$ cat src/rtl/expr_eval.sv
// expr_eval: streaming evaluator for single-digit '+'/'*' expressions with '*' precedence.
// Define EXPR_EVAL_SUB_EN to add '-' and switch to two's complement signed arithmetic.
module expr_eval #(
    parameter int WIDTH = 16
) (
    input  logic             clk,
    input  logic             clr,
    input  logic [7:0]       in,
    output logic [WIDTH-1:0] result,
    output logic             valid,
    output logic             err,
    output logic             ovf
);
    // state   | meaning
    // EXP_DIG | expecting a digit (reset, or after an operator)
    // EXP_OP  | last char was a digit; stream is a complete expression
    // ERR     | grammar violation seen; everything frozen until clr

`ifdef EXPR_EVAL_SUB_EN
    localparam bit SUB_EN = 1'b1;
`else
    localparam bit SUB_EN = 1'b0;
`endif

    typedef enum logic [1:0] {
        EXP_DIG = 2'd0,
        EXP_OP  = 2'd1,
        ERR     = 2'd2
    } state_t;

    state_t           state_q, state_d;
    logic [WIDTH-1:0] sum_q, sum_d;
    logic [WIDTH-1:0] term_q, term_d;
    logic [WIDTH-1:0] result_q, result_d;
    logic             mul_q, mul_d;
    logic             neg_q, neg_d;
    logic             valid_q, valid_d;
    logic             err_q, err_d;
    logic             ovf_q, ovf_d;

    logic             is_digit, is_plus, is_mul, is_minus, is_addop;
    logic [3:0]       digit;
    logic [WIDTH+4:0] prod_x;
    logic [WIDTH-1:0] term_new;
    logic [WIDTH:0]   acc_x, res_x;
    logic             prod_ovf, acc_ovf, res_ovf;

    // Operands are widened with sign extension only in the signed build.
    function automatic logic [WIDTH:0] ext1(input logic [WIDTH-1:0] v);
        return {SUB_EN & v[WIDTH-1], v};
    endfunction

    function automatic logic [WIDTH+4:0] ext5(input logic [WIDTH-1:0] v);
        return {{5{SUB_EN & v[WIDTH-1]}}, v};
    endfunction

    function automatic logic add_ovf(input logic [WIDTH:0] x);
        return SUB_EN ? (x[WIDTH] ^ x[WIDTH-1]) : x[WIDTH];
    endfunction

    assign is_digit = (in >= "0") && (in <= "9");
    assign is_plus  = (in == "+");
    assign is_mul   = (in == "*");
    assign is_minus = (in == "-");
    assign is_addop = is_plus || (SUB_EN && is_minus);
    assign digit    = in[3:0];

    // Low bits of a product are identical for signed and unsigned when both operands are pre-extended.
    assign prod_x   = ext5(term_q) * {{(WIDTH+1){1'b0}}, digit};
    assign prod_ovf = SUB_EN ? !((&prod_x[WIDTH+4:WIDTH-1]) || !(|prod_x[WIDTH+4:WIDTH-1]))
                             : (|prod_x[WIDTH+4:WIDTH]);
    assign term_new = mul_q ? prod_x[WIDTH-1:0] : WIDTH'(digit);

    assign acc_x    = neg_q ? (ext1(sum_q) - ext1(term_q))   : (ext1(sum_q) + ext1(term_q));
    assign res_x    = neg_q ? (ext1(sum_q) - ext1(term_new)) : (ext1(sum_q) + ext1(term_new));
    assign acc_ovf  = add_ovf(acc_x);
    assign res_ovf  = add_ovf(res_x);

    always_comb begin
        state_d  = state_q;
        sum_d    = sum_q;
        term_d   = term_q;
        result_d = result_q;
        mul_d    = mul_q;
        neg_d    = neg_q;
        ovf_d    = ovf_q;
        if (in != 8'h00) begin
            case (state_q)
                EXP_DIG: begin
                    if (is_digit) begin
                        term_d   = term_new;
                        result_d = res_x[WIDTH-1:0];
                        ovf_d    = ovf_q | (mul_q & prod_ovf) | res_ovf;
                        state_d  = EXP_OP;
                    end else begin
                        state_d  = ERR;
                    end
                end
                EXP_OP: begin
                    if (is_addop) begin
                        sum_d   = acc_x[WIDTH-1:0];
                        ovf_d   = ovf_q | acc_ovf;
                        neg_d   = SUB_EN & is_minus;
                        mul_d   = 1'b0;
                        state_d = EXP_DIG;
                    end else if (is_mul) begin
                        mul_d   = 1'b1;
                        state_d = EXP_DIG;
                    end else begin
                        state_d = ERR;
                    end
                end
                default: state_d = state_q;
            endcase
        end
        valid_d = (state_d == EXP_OP);
        err_d   = (state_d == ERR);
    end

    always_ff @(posedge clk) begin
        if (clr) begin
            state_q  <= EXP_DIG;
            sum_q    <= '0;
            term_q   <= '0;
            result_q <= '0;
            mul_q    <= 1'b0;
            neg_q    <= 1'b0;
            valid_q  <= 1'b0;
            err_q    <= 1'b0;
            ovf_q    <= 1'b0;
        end else begin
            state_q  <= state_d;
            sum_q    <= sum_d;
            term_q   <= term_d;
            result_q <= result_d;
            mul_q    <= mul_d;
            neg_q    <= neg_d;
            valid_q  <= valid_d;
            err_q    <= err_d;
            ovf_q    <= ovf_d;
        end
    end

    assign result = result_q;
    assign valid  = valid_q;
    assign err    = err_q;
    assign ovf    = ovf_q;

endmodule

$ cat config.mk
export PLATFORM = sky130hd
export DESIGN_NAME = expr_eval
export DESIGN_NICKNAME = d
export VERILOG_FILES = /design/src/rtl/expr_eval.sv
export SDC_FILE = /design/constraint.sdc
export NUM_CORES = 1
export LEC_CHECK = 0
export CAP_MARGIN = 20
export CORE_MARGIN = 1
export CORE_UTILIZATION = 50
export CTS_CLUSTER_DIAMETER = 150
export DETAILED_ROUTE_END_ITERATION = 6
export GPL_ROUTABILITY_DRIVEN = 0
export HOLD_SLACK_MARGIN = 0.05
export PLACE_DENSITY_LB_ADDON = 0.08
export REMOVE_ABC_BUFFERS = 1
export SLEW_MARGIN = 20
export SYNTH_ARGS = -nofsm -noshare
export SYNTH_HDL_FRONTEND = slang
export SYNTH_SLANG_ARGS = --single-unit
$ cat constraint.sdc
create_clock -name clk -period 8.3 [get_ports clk]
set_input_delay 1.66 -clock clk [delete_from_list [all_inputs] [get_ports clk]]
set_output_delay 1.66 -clock clk [all_outputs]
set_load 0.1 [all_outputs]
==> impl_metrics.env <==
export IMPL_die_x_um=105
export IMPL_drive_gt1_frac=0.0351
export IMPL_crit_arrival_ns=7.56
export IMPL_required_ns=8.50
export IMPL_cts_buffers_inserted=5
export IMPL_pwr_density_cell_nw_per_um2=76.6
export IMPL_crit_path_start_kind="input pin"
export IMPL_fin_crit_ns=7.37
export IMPL_synth_largest_area_cell="dfxtp_1"
export IMPL_hp_class="reg -> reg"
export IMPL_grt_pass1_vias=4543
export IMPL_grt_pass1_wl_um=21400
export IMPL_peakVddDrop_uv=73.3
export IMPL_grt_remaining_overflow=0
export IMPL_skew_ns=0.00844
export IMPL_syn_area_per_cell_um2=7.84
export IMPL_htree_levels=2
export IMPL_ios=29
export IMPL_dr_first_iter_drc_count=243
export IMPL_viasPerCell=5.58
export IMPL_crit_type="in -> reg"
export IMPL_yosys_area_share_xor_xnor=0.0482
export IMPL_outcome="complete, no violations"
export IMPL_clock_latency_ns=0.31
export IMPL_grt_use_total=0.238
export IMPL_fin_util=0.557
export IMPL_cts_buffer_depth=2
export IMPL_finalCritPeriodShare=0.887
export IMPL_final_max_slew_violation_count=0
export IMPL_synthDistinctLibCells=57
export IMPL_synth_seq_cells=54
export IMPL_core_um2=10300
export IMPL_cts_sinks=54
export IMPL_cts_resized=0
export IMPL_die_area_um2=11000
export IMPL_synth_edf_count=0
export IMPL_wirelength_um=12300
export IMPL_fp_row_count=37
export IMPL_start_util=0.513
export IMPL_synth_mux_area_frac=0.00830
export IMPL_synth_compound_area_share=0.190
export IMPL_hold_path_depth=2
export IMPL_rsz0062_at_grt="no"
export IMPL_yosys_cell_count_top_type="nand2_1"
export IMPL_critPathSlowestCell="clkdlybuf4s50_1"
export IMPL_drtPass1Iterations=5
export IMPL_setup_violations=0
export IMPL_io_buffers=28
export IMPL_r2r_slack_ns=2.81
export IMPL_dp_hpwl_um=9410
export IMPL_synth_top_family_by_area="simple AND/OR/NAND/NOR gates"
export IMPL_max_stage_delay_ns=0.90
export IMPL_ys_warn_count=0
export IMPL_wl_per_cell_um=15.0
export IMPL_min_to="result[7]$_SDFFE_PP0P_"
export IMPL_clkTransAtPathRegs_ns=0.09
export IMPL_async_flop_share=0
export IMPL_synthSimpleGateAreaFrac=0.248
export IMPL_cp_max_fo=20
export IMPL_synth_commonest_cells="nand2_1 (103), a21oi_1 (60), and2_1 (58)"
export IMPL_endpoint_kind="flop"
export IMPL_antenna_left=0
export IMPL_nNetsFinal=780
export IMPL_grt_antenna_before_repair=0
export IMPL_timing_hold_ws_ns=0.458
export IMPL_post_cts_setup_buffers=0
export IMPL_place_ws_ns=0.630
export IMPL_setup_ws_ns=0.934
export IMPL_synth_top_area_frac=0.205
export IMPL_critPathBufInv=3
export IMPL_vias=4566
export IMPL_ys_flop_type="dfxtp_1"
export IMPL_n_antenna_cell=0
export IMPL_fmax_mhz=136
export IMPL_worstRegToRegCells=21
export IMPL_leakagePower_nw=2.54
export IMPL_yosys_top_cells_area="dfxtp_1 (20%), ha_1 (13%), fa_1 (11%)"
export IMPL_postCtsHoldBufs=0
export IMPL_reg2reg_to="ovf$_SDFFE_PP0P_"
export IMPL_relSlewSlack=0.336
export IMPL_seq_area_frac_synth=0.205
export IMPL_crit_reg2reg_launch="term_q[0]$_SDFFE_PP0P_"
export IMPL_grt_max_degree=56
export IMPL_synth_fa_ha_area_frac=0.247
export IMPL_tns_ns=0
export IMPL_syn_cell_area_um2=5270
export IMPL_drc=0
export IMPL_cts_root_buffer="clkbuf_8"
export IMPL_hold_violations=0
export IMPL_tightest_slew_ns=0.993
export IMPL_critPathTopFamily="adder cells"
export IMPL_maxCapViolations=0
export IMPL_area_growth_pct=8.54
export IMPL_min_delay_start="result[7]$_SDFFE_PP0P_"
export IMPL_crit_chain="clkdlybuf4s50_1 > nand2_1 > fa_1 > fa_1 > inv_1 > fa_1 > a211oi_1 > o21ai_0 > a31oi_1 > o21bai_1 > a21oi_1 > xnor2_1 > and2_1 > ha_1 > nand4_1 > inv_1 > or3_1 > o22a_1 > o41a_1 > a31o_1 > nor4_1 > a21oi_1"
export IMPL_crit_top_cell="fa_1"
export IMPL_tritoncts="done"
export IMPL_die_h_um=105
export IMPL_synth_cells=673
-- worst max-delay path by stage --
| stage | startpoint | end | depth (start not counted) |
|---|---|---|---|
| final | in[3] | ovf$_SDFFE_PP0P_ | 22 |
| after global routing | in[3] | ovf$_SDFFE_PP0P_ | 22 |
| after CTS | in[3] | ovf$_SDFFE_PP0P_ | 22 |
| after detailed placement | in[3] | ovf$_SDFFE_PP0P_ | 22 |
| after global placement | in[3] | ovf$_SDFFE_PP0P_ | 22 |
| after floorplan | in[3] | ovf$_SDFFE_PP0P_ | 22 |
-- metal layers --
layer / vias up / routed length (um) / GRT usage
met3: 9 / 506 / 0.0306
met4: 0 / 136 / 0.0543
li1: 2328 / - / -
met5: - / 0 / 0
met1: 2134 / 6230 / 0.335
met2: 95 / 5450 / 0.387
-- final cells by class --
class,instances,area (um^2)
clock buffers,6,82.6
fillers,1013,4550
inverters,50,188
multi-input cells,543,3910
flip-flops and latches,54,1080
well taps,136,170
repair buffers,30,290
-- stage by stage --
stage / cell area, um^2 / std cells / total power (W)
floorplan: 5180 / 647 / 0.000279
global placement: 5640 / 813 / 0.000296
detailed placement: 5640 / 813 / 0.000296
CTS: 5720 / 819 / 0.000445
global route: 5720 / 819 / 0.000457
finish: 5720 / 819 / 0.000438
-- power breakdown --
group	leakage (nW)	switching, W	internal, W
clock	0.0431	0.0000833	0.0000646
sequential	0.436	0.00000101	0.000260
combinational	2.07	0.0000212	0.00000845
-- flip-flops by register name, indices dropped and copies added (netlist names) --
| register | cells |
|---|---|
| sum_q | 16 |
| valid | 1 |
| err | 1 |
| term_q | 16 |
| mul_q | 1 |
| result | 16 |
| state_q | 2 |
| ovf | 1 |
-- tightest hold or removal path: cells and delay by family, from the launching register on --
family	cells	cell delay (ns)
compound gates	1	0.05
flops	1	0.32
simple gates	1	0.05
-- cell families (layout without fill, tap and decap cells) --
logic type,count (synthesis),count (layout)
AND/OR/NAND/NOR,270,270
AO/OA/AOI/OAI,154,154
adder cells (fa/ha/maj),86,86
buffers and inverters,76,86
flip-flops,54,54
XOR/XNOR,29,29
multiplexers,4,4
-- cells in the final DEF, fill, tap and decap left out, types with 10 or more instances in the layout --
cell type        instances
inv_1                   49
xor2_1                  12
dfxtp_1                 54
nor3_1                  12
a21oi_1                 60
ha_1                    56
xnor2_1                 17
nand3_1                 14
clkdlybuf4s50_1         27
nand2_1                103
a211oi_1                10
and2_1                  58
nor2_1                  42
o21ai_0                 26
fa_1                    30
Note: power is estimated with default switching activity, not from simulation.
